[config.mk]
export PLATFORM = sky130hd
export DESIGN_NAME = serial_parity_accumulator
export DESIGN_NICKNAME = d
export VERILOG_FILES = /design/src/rtl/serial_parity_accumulator.sv
export SDC_FILE = /design/constraint.sdc
export NUM_CORES = 1
export LEC_CHECK = 0
export CAP_MARGIN = 0
export CORE_UTILIZATION = 35
export DETAILED_ROUTE_END_ITERATION = 8
export DONT_BUFFER_PORTS = 1
export GPL_ROUTABILITY_DRIVEN = 1
export GPL_TIMING_DRIVEN = 0
export SYNTH_ARGS = -nofsm -noshare
export SYNTH_HDL_FRONTEND = slang
export SYNTH_SLANG_ARGS = --single-unit
[constraint.sdc]
create_clock -name clk -period 3.4 [get_ports clk]
set_input_delay 0.68 -clock clk [delete_from_list [all_inputs] [get_ports clk]]
set_output_delay 0.68 -clock clk [all_outputs]
set_load 0.02 [all_outputs]
[src/rtl/serial_parity_accumulator.sv]
// serial_parity_accumulator
// Bit-serial frame checker: XOR-reduces each framed 1-bit stream into a
// parity bit, counts the frame length (saturating at MAX_LEN, with an
// overflow flag) and presents one result per frame on a valid/ready port
// backed by a single-entry result buffer.
module serial_parity_accumulator #(
  parameter int MAX_LEN = 16,
  // Derived width of the length fields; leave at its default.
  parameter int CNT_W   = $clog2(MAX_LEN + 1)
) (
  input  logic             clk,
  input  logic             rst,
  input  logic             up_valid,
  output logic             up_ready,
  input  logic             up_data,
  input  logic             up_last,
  output logic             down_valid,
  input  logic             down_ready,
  output logic             down_parity,
  output logic [CNT_W-1:0] down_len,
  output logic             down_overflow
);

  localparam logic [1:0] IDLE  = 2'd0;
  localparam logic [1:0] ACCUM = 2'd1;
  localparam logic [1:0] HOLD  = 2'd2;

  localparam logic [CNT_W-1:0] LEN_MAX = CNT_W'(MAX_LEN);

  logic [1:0]       state;
  logic [1:0]       state_nxt;

  // Running accumulators for the frame in progress. They are zero whenever
  // no frame is in progress (IDLE and HOLD), so a new frame never inherits
  // anything from the previous one.
  logic             acc_parity;
  logic [CNT_W-1:0] acc_len;
  logic             acc_ovf;

  logic             accept;
  logic             take;
  logic             len_sat;
  logic             frame_parity;
  logic [CNT_W-1:0] frame_len;
  logic             frame_ovf;

  // The pending result blocks the input only while it is not being taken;
  // when down_ready is high the buffer frees up in this very cycle, so the
  // input may be accepted alongside the handshake.
  assign up_ready = (state == HOLD) ? down_ready : 1'b1;
  assign accept   = up_valid && up_ready;
  assign take     = (state == HOLD) && down_ready;

  // Accumulator values once the bit on up_data is folded in.
  assign len_sat      = (acc_len == LEN_MAX);
  assign frame_parity = acc_parity ^ up_data;
  assign frame_len    = len_sat ? acc_len : acc_len + CNT_W'(1);
  assign frame_ovf    = acc_ovf | len_sat;

  // Next-state decode for the frame / result-buffer FSM.
  always_comb begin
    // NOTE: every signal written in always_comb gets a default first, so no
    // path through the block leaves it unassigned and no latch is inferred.
    state_nxt = state;
    case (state)
      IDLE, ACCUM: begin
        if (accept) state_nxt = up_last ? HOLD : ACCUM;
      end
      HOLD: begin
        if (take) begin
          if (accept) state_nxt = up_last ? HOLD : ACCUM;
          else        state_nxt = IDLE;
        end
      end
      default: state_nxt = IDLE;
    endcase
  end

  // State register.
  always_ff @(posedge clk) begin
    // NOTE: sequential state uses non-blocking assignments so every register
    // samples the pre-edge values, independent of statement order.
    if (rst) state <= IDLE;
    else     state <= state_nxt;
  end

  // Frame accumulators: fold in each accepted bit, clear at end of frame.
  always_ff @(posedge clk) begin
    if (rst || (accept && up_last)) begin
      acc_parity <= 1'b0;
      acc_len    <= '0;
      acc_ovf    <= 1'b0;
    end else if (accept) begin
      acc_parity <= frame_parity;
      acc_len    <= frame_len;
      acc_ovf    <= frame_ovf;
    end
  end

  // Result buffer: load on the last bit, drop valid once taken with nothing
  // new to show; fields keep their last values after a handshake.
  always_ff @(posedge clk) begin
    if (rst) begin
      down_valid    <= 1'b0;
      down_parity   <= 1'b0;
      down_len      <= '0;
      down_overflow <= 1'b0;
    end else if (accept && up_last) begin
      down_valid    <= 1'b1;
      down_parity   <= frame_parity;
      down_len      <= frame_len;
      down_overflow <= frame_ovf;
    end else if (take) begin
      down_valid    <= 1'b0;
    end
  end

endmodule

* Word-level counts from Yosys, hierarchy flattened *
Index checks and enable logic that the tools add are counted.
W data, S select, Z words.

word-level totals
  register bits after elaboration = 17
  input bits = 6
  output and inout bits = 9
  logic and storage cells = 33

operators by class
  add/subtract/negate cells = 1
  equal/unequal tests = 5
  muxes and demuxes = 9
  bitwise operators = 2
  reduce and logical (&&, ||, !) cells = 8

operator list
  cell                   number
  $mux W2                4
  $add A5 B1 Y5 const B  1
  $eq A5 B5 Y1 const B   1
  $mux W5                1
  $ne A2 B2 Y1 const B   2
  $pmux W2 S2            1
  $logic_and A1 B1 Y1    3
  $mux W1                3
  $eq A2 B1 Y1 const B   1
  $eq A2 B2 Y1 const B   1
  $logic_not A2 Y1       1
  $reduce_and A2 Y1      1
  $reduce_bool A2 Y1     1
  $reduce_or A2 Y1       1
  $logic_or A1 B1 Y1     1
  $or A1 B1 Y1           1
  $xor A1 B1 Y1          1

* Logic depth before layout (Yosys ltp) *
Gate-level depths: netlist (run 1).

  depth in word-level cells = 6
  depth in mapped cells = 5
  depth with buffers taken out = 5

* Worst setup path after synthesis (run 1) *
No wires, ideal clock.

  kind = input port to output port
  start point = input down_ready
  end point = output up_ready
  arrival = 1.108 ns
  data required time = 2.720 ns
  slack = 1.612 ns
  cell stages on the path = 2
  path buffers = 0
  cells stage by stage = nor3b_4 -> inv_4

between the ends
  word-level cells in the longest chain between the ends = 1

ends and longest elaborated chain
  what             RTL line  text
  start, declared  18        input logic down_ready,
  $mux W1          50        assign up_ready = (state == HOLD) ? down_ready : 1'b1;
  end, declared    14        output logic up_ready,

No other way between the ends.

* Worst setup path after layout (run 1) *
  start point = register state[1]
  end point = output up_ready

between the ends
  word-level cells in the longest chain between the ends = 2

ends and longest elaborated chain
  what                    RTL line  text
  start, declared         30        logic [1:0] state;
  start signal, assigned  84        else state <= state_nxt;
  $eq A2 B2 Y1            50
  $mux W1                 50

No other way between the ends.

==> metrics.md, run 1 <==
| Metric | Value |
|---|---|
| All-layer global routing usage | `approximately 15%` |
| Pwr dens | `between 400 and 500 nW/um^2` |
| I/O Buffers | `0` |
| DR pass1 iterations | `5` |
| Global-route wire length before repair | `2.84 mm` |
| Commonest non-fill, non-tap cell in the layout | `dfxtp_1` |
| Post-synthesis sequential area ratio | `39.4%` |
| Worst skew pair latency | `0.29 ns` |
| Worst Path Class, Setup | `flip-flop to output port` |
| DRT met1 WL | `887 um` |
| H-Tree Depth | `1` |
| Per-cell routed wire length | `13.7 um` |
| # rows | `17` |
| Root Driver | `clkbuf_4` |
| Hold Vio Cnt, Final | `0` |
| Static Leak | `between 0.3 and 0.4 nW` |
| CTS Buffer Depth | `2` |
| CTS resizes | `0` |
| Post-route DRC | `0` |
| Fin worst setup slack | `1.42 ns` |
| Clk slew on worst S/H paths | `0.11 ns` |
| Slew Limit Fails | `0` |
| Core Footprint | `2280 um^2` |
| Layout cell share with drive strength beyond 1 | `between 10% and 20%` |
| Worst-margin pin slew | `0.474 ns` |
| Routed vias | `690` |
| Max Fclk | `505 MHz` |
| Rel. slew slack | `68.4%` |
| Yosys warns | `0` |
| Post-Synthesis Cell Area | `863 um^2` |
| Flops & latches, synth | `17` |
| Max FO, Critical Path | `10` |
| Grt ovf | `0` |
| Die width | `51.7 um` |
| Worst vdd ir | `0.000273 V` |
| Post-CTS setup repair buffer count | `0` |
| Hold WC Path Type | `flip-flop to flip-flop` |
| IO Pins | `15` |
| Initial antenna violation count | `0` |
| Synth-to-layout area growth | `7.25%` |
| Clock period minus worst slack | `1.98 ns` |
| DR vias/cell | `5.52` |
| WL final | `1.71 mm` |
| Vias in the first global route | `just over 600` |
| Post-synthesis cell count | `93` |
| Full die area | `2670 um^2` |
| TritonCTS clock tree | `yes` |
| Final setup vio count | `0` |
| Hold-fix buffers, CTS | `0` |
| Required time worst endpoint | `2.72 ns` |
| Routed wl met3 | `89 um` |
| GP Congestion | `0.719` |
| Initial Utilization | `37.9%` |
| Unrepaired setup endpoints after global routing | `false` |
| Post-synthesis async set-or-reset flop share | `0%` |
| Dpl hpwl | `1.26 mm` |
| Setup Skew | `0.0132 ns` |
| Placed cell area | `898 um^2` |
| Fin nets | `106` |
| Post-synth EDFFs | `0` |
| DIE HEIGHT | `51.7 um` |
| Arrival @ worst endpoint | `1.30 ns` |
| Fill count | `242` |
| Top layer in use | `met4` |
| Tcrit/Tclk final | `58.3%` |
| Setup crit start kind | `flip-flop` |
| Max cap viols | `0` |
| Main synth FF type | `dfxtp_1` |
| Largest net degree at the start of global routing | `11` |
| Antenna-violating nets left | `0` |
| Netlist cell types | `36` |
| Crit. End Element | `output port` |
| CTS Buf Count | `3` |
| Metal2 WL | `approximately 730 um` |
| Post-Layout Inst Area | `around 930 um^2` |
| Initial DRC count | `6` |
| Setup TNS | `0 ns` |
| Status | `finished clean` |
| Most frequent cells in the layout | `dfxtp_1 (17), a21oi_1 (12), o21ai_0 (6)` |
| Place WS | `1.45 ns` |
| Post-synthesis average cell area | `9.28 um^2` |
| Clock Sinks | `17` |
| Antenna cell count | `0` |
| Synthesized Nets | `~100` |
[final cells by class]
class	count	area, um^2	area share, %
tap	28	35.0	3.78
clock inverter	1	5.00	0.541
multi-input combinational	66	464	50.1
buffer	5	37.5	4.05
sequential	17	340	36.8
clock buffer	3	22.5	2.43
inverter	5	21.3	2.30
[path summary, 6_finish.rpt]
kind                    from  slack (ns)  cells past startpoint     endpoint
setup / recovery    state[1]        1.42                      2     up_ready
hold / removal       acc_ovf        0.49                      2      acc_ovf
setup reg to reg  acc_len[0]        1.81                      5  down_len[2]
hold reg to reg      acc_ovf        0.49                      2      acc_ovf
[sequential cells by signal (all words and copies together) (netlist names)]
register	cells
acc_len	5
acc_ovf	1
acc_parity	1
down_len	5
down_overflow	1
down_parity	1
down_valid	1
state	2
[power by group]
group          switching, mW  internal [mW]
clock                 0.0656         0.0437
sequential            0.0141          0.208
combinational         0.0231         0.0186
total                  0.103          0.270
[per-stage QoR]
| stage | cells | utilization, % | hold slack [ns] | power (mW) |
|---|---|---|---|---|
| after floorplan | 93 | - | 0.437 | 0.260 |
| after global placement | 121 | 39.5 | 0.454 | 0.267 |
| after detailed placement | 121 | 39.5 | 0.469 | 0.268 |
| after CTS | 125 | 40.7 | 0.495 | 0.376 |
| after global routing | 125 | 40.7 | 0.529 | 0.394 |
| final | 125 | 40.7 | 0.495 | 0.373 |
[metal layers]
layer  vias to the layer above  global-route usage (%)
met4                         0                    4.05
met5                         -                       0
li1                        352                       -
met1                       323                    20.8
met2                        13                    19.9
met3                         2                    6.73
[cell families (layout without fill, tap and decap cells)]
kind of cell | after synthesis | count (layout) | share of synthesized area (%)
AO/OA/AOI/OAI | 30 | 30 | 21.6
flip-flops | 17 | 17 | 39.4
XOR/XNOR | 5 | 5 | 5.07
AND/OR/NAND/NOR | 29 | 29 | 24.2
adder cells (fa/ha/maj) | 2 | 2 | 2.90
buffers and inverters | 10 | 14 | 6.81
[cell usage after synthesis, drive strengths merged (2+ instances only)]
cell type	n	area share [%]
dfxtp	17	39
a21oi	13	8.0
o21ai	6	3.5
inv	5	2.5
nand3	4	2.3
or4	4	3.5
a211oi	3	2.6
buf	3	3.5
nand2b	3	2.2
nor2	3	1.6
or3	3	2.2
xnor2	3	3.0
a21o	2	1.7
clkbuf	2	0.87
ha	2	2.9
nand2	2	1.2
nand4	2	1.4
o31ai	2	1.7
xor2	2	2.0
[critical path: stages, from the launching register on]
cell and delay [ns]:
dfxtp_1 0.40, nor3b_4 0.46, inv_4 0.16
Power figures use the tool's default switching activity.
==> inputs of run 2 (changes only) <==
==> constraint.sdc (replaced) <==
create_clock -name clk -period 1.95 [get_ports clk]
set_input_delay 0.39 -clock clk [delete_from_list [all_inputs] [get_ports clk]]
set_output_delay 0.39 -clock clk [all_outputs]
set_load 0.02 [all_outputs]
==> results of run 2 <==
Same layout as run 1 (identical final DEF). Status: finished clean.
Main changes from that run: setup slack after placement 1.45 ns -> 0.390 ns; clock-pin slew on the worst setup and hold paths 0.11 ns -> 0.09 ns; setup slack after layout 1.42 ns -> 0.259 ns; hold slack 0.495 ns -> 0.286 ns; register-to-register setup slack 1.81 ns -> 0.36 ns; end point of the worst hold path acc_ovf -> state[1]; total power 0.373 mW -> 0.651 mW; worst IR drop on VDD 0.000273 V -> 0.000476 V
==> inputs of run 3 (changes only) <==
--- a/config.mk
+++ b/config.mk
@@ -11,6 +11,7 @@
 export DONT_BUFFER_PORTS = 1
 export GPL_ROUTABILITY_DRIVEN = 1
 export GPL_TIMING_DRIVEN = 0
+export PLACE_DENSITY = 0.47
 export SYNTH_ARGS = -nofsm -noshare
 export SYNTH_HDL_FRONTEND = slang
 export SYNTH_SLANG_ARGS = --single-unit
==> metrics.md, run 3 (synthesis results as in run 1) <==
| Metric | Value |
|---|---|
| Status | `finished clean` |
| Tcrit/Tclk final | `about nine tenths` |
| R2r endpoint | `down_len[2]` |
| Routed wl met3 | `~81 um` |
| Grt ovf | `0` |
| DIE HEIGHT | `51.7 um` |
| Placed cell area | `898 um^2` |
| Die width | `51.7 um` |
| Pwr dens | `704 nW/um^2` |
| Hold Vio Cnt, Final | `0` |
| Antenna cell count | `0` |
| Non-Filler Instances | `125` |
| DR vias/cell | `5.59` |
| Dpl hpwl | `1.26 mm` |
| Worst hold margin | `0.273 ns` |
| Global-route wire length before repair | `3.05 mm` |
| I/O Buffers | `0` |
| Hold WC Path Type | `input pin to flip-flop` |
| Endpoint, Worst Hold | `state[1]` |
| Clk slew on worst S/H paths | `0.10 ns` |
| Max Fclk | `581 MHz` |
| Rel. slew slack | `between 60 and 70%` |
| WL final | `1.76 mm` |
| Top layer in use | `met4` |
| H-Tree Depth | `1` |
| Initial DRC count | `5` |
| Unrepaired setup endpoints after global routing | `false` |
| DR pass1 iterations | `4` |
| Full die area | `between 2000 and 3000 um^2` |
| Hold path startpoint | `down_ready` |
| Placed cells | `121` |
| Root Driver | `clkbuf_4` |
| Setup crit start kind | `flip-flop` |
| Setup Skew | `0.00251 ns` |
| Worst skew pair latency | `0.29 ns` |
| All-layer global routing usage | `between 15 and 20%` |
| Largest net degree at the start of global routing | `11` |
| Metal2 WL | `783 um` |
| Layout cell share with drive strength beyond 1 | `15.5%` |
| Hold Path Cell Cnt | `2` |
| Initial antenna violation count | `0` |
| Most frequent cells in the layout | `dfxtp_1 (17), a21oi_1 (12), o21ai_0 (6)` |
| Static Leak | `0.311 nW` |
| GP Congestion | `between 0.7 and 0.8` |
| Regs by FF count | `acc_len x5, down_len x5, state x2` |
| Top delay family on crit path | `simple AND/OR/NAND/NOR gates` |
| Fill count | `between 200 and 250` |
| Slew Limit Fails | `0` |
| Post-CTS setup repair buffer count | `0` |
| TritonCTS clock tree | `yes` |
| Commonest non-fill, non-tap cell in the layout | `dfxtp_1` |
| Setup TNS | `0 ns` |
| Post-Layout Inst Area | `926 um^2` |
| Max FO, Critical Path | `10` |
| IO Pins | `15` |
| Post-route DRC | `0` |
| CTS Buffer Depth | `2` |
| Antenna-violating nets left | `0` |
| Flop2flop setup slack | `0.36 ns` |
| Worst Path Buf+Inv | `1` |
| Crit-path cells | `nor3b_4 -> inv_4` |
| Worst vdd ir | `between 0.0004 and 0.0005 V` |
| Clock Sinks | `17` |
| Delay of the slowest critical-path stage | `roughly 0.47 ns` |
| Crit-path slowest cell | `nor3b_4` |
| Vias in the first global route | `633` |
| Fin nets | `106` |
| Reg2reg start | `acc_len[0]` |
| Worst Path Class, Setup | `flip-flop to output port` |
| CTS resizes | `0` |
| Initial Utilization | `a little under two fifths` |
| Reg2reg path depth | `5` |
| DRT met1 WL | `878 um` |
| Arrival @ worst endpoint | `1.33 ns` |
| CTS Buf Count | `3` |
| Final setup vio count | `0` |
| Crit. End Element | `output port` |
| Worst-margin pin slew | `0.476 ns` |
| # rows | `17` |
| Required time worst endpoint | `1.56 ns` |
| Core Footprint | `2280 um^2` |
| Clock period minus worst slack | `1.72 ns` |
| Routed vias | `between 600 and 700` |
| Hold-fix buffers, CTS | `0` |
| Synth-to-layout area growth | `7.25%` |
| Per-cell routed wire length | `14.0 um` |
| Max cap viols | `0` |
==> run 3: layout make-up <==
| class | count | area [um^2] | share of cell area, % |
|---|---|---|---|
| clock inverter | 1 | 5.00 | 0.541 |
| inverter | 5 | 21.3 | 2.30 |
| multi-input combinational | 66 | 464 | 50.1 |
| buffer | 5 | 37.5 | 4.05 |
| clock buffer | 3 | 22.5 | 2.43 |
| tap | 28 | 35.0 | 3.78 |
| sequential | 17 | 340 | 36.8 |
==> run 3: through the flow <==
step / setup slack (ns) / total power, mW / utilization [%]
floorplan: 0.480 / 0.453 / -
global placement: 0.392 / 0.469 / 39.5
detailed placement: 0.381 / 0.469 / 39.5
CTS: 0.193 / 0.668 / 40.7
global route: 0.130 / 0.692 / 40.7
finish: 0.229 / 0.652 / 40.7
==> run 3: where the power goes <==
part | internal (mW) | switching, mW | total (mW) | leakage (nW)
clock network | 0.0763 | 0.115 | 0.191 | 0.0177
registers | 0.363 | 0.0245 | 0.387 | 0.139
logic | 0.0324 | 0.0407 | 0.0731 | 0.155
total | 0.471 | 0.180 | 0.652 | 0.311
==> run 3: worst max-delay path by stage <==
stage                     startpoint     endpoint  slack [ns]  depth (start not counted)
after floorplan           acc_len[0]   acc_len[2]        0.48                          5
after global placement    acc_len[0]  down_len[2]        0.39                          5
after detailed placement  acc_len[0]  down_len[2]        0.38                          5
after CTS                   state[1]     up_ready        0.19                          2
after global routing        state[1]     up_ready        0.13                          2
final                       state[1]     up_ready        0.23                          2
==> run 3: routing by layer <==
metal  GRT usage, %  vias to the layer above
met5              0                        -
met2           26.4                       13
met3           6.43                        2
met4           2.70                        0
li1               -                      356
met1           19.5                      328
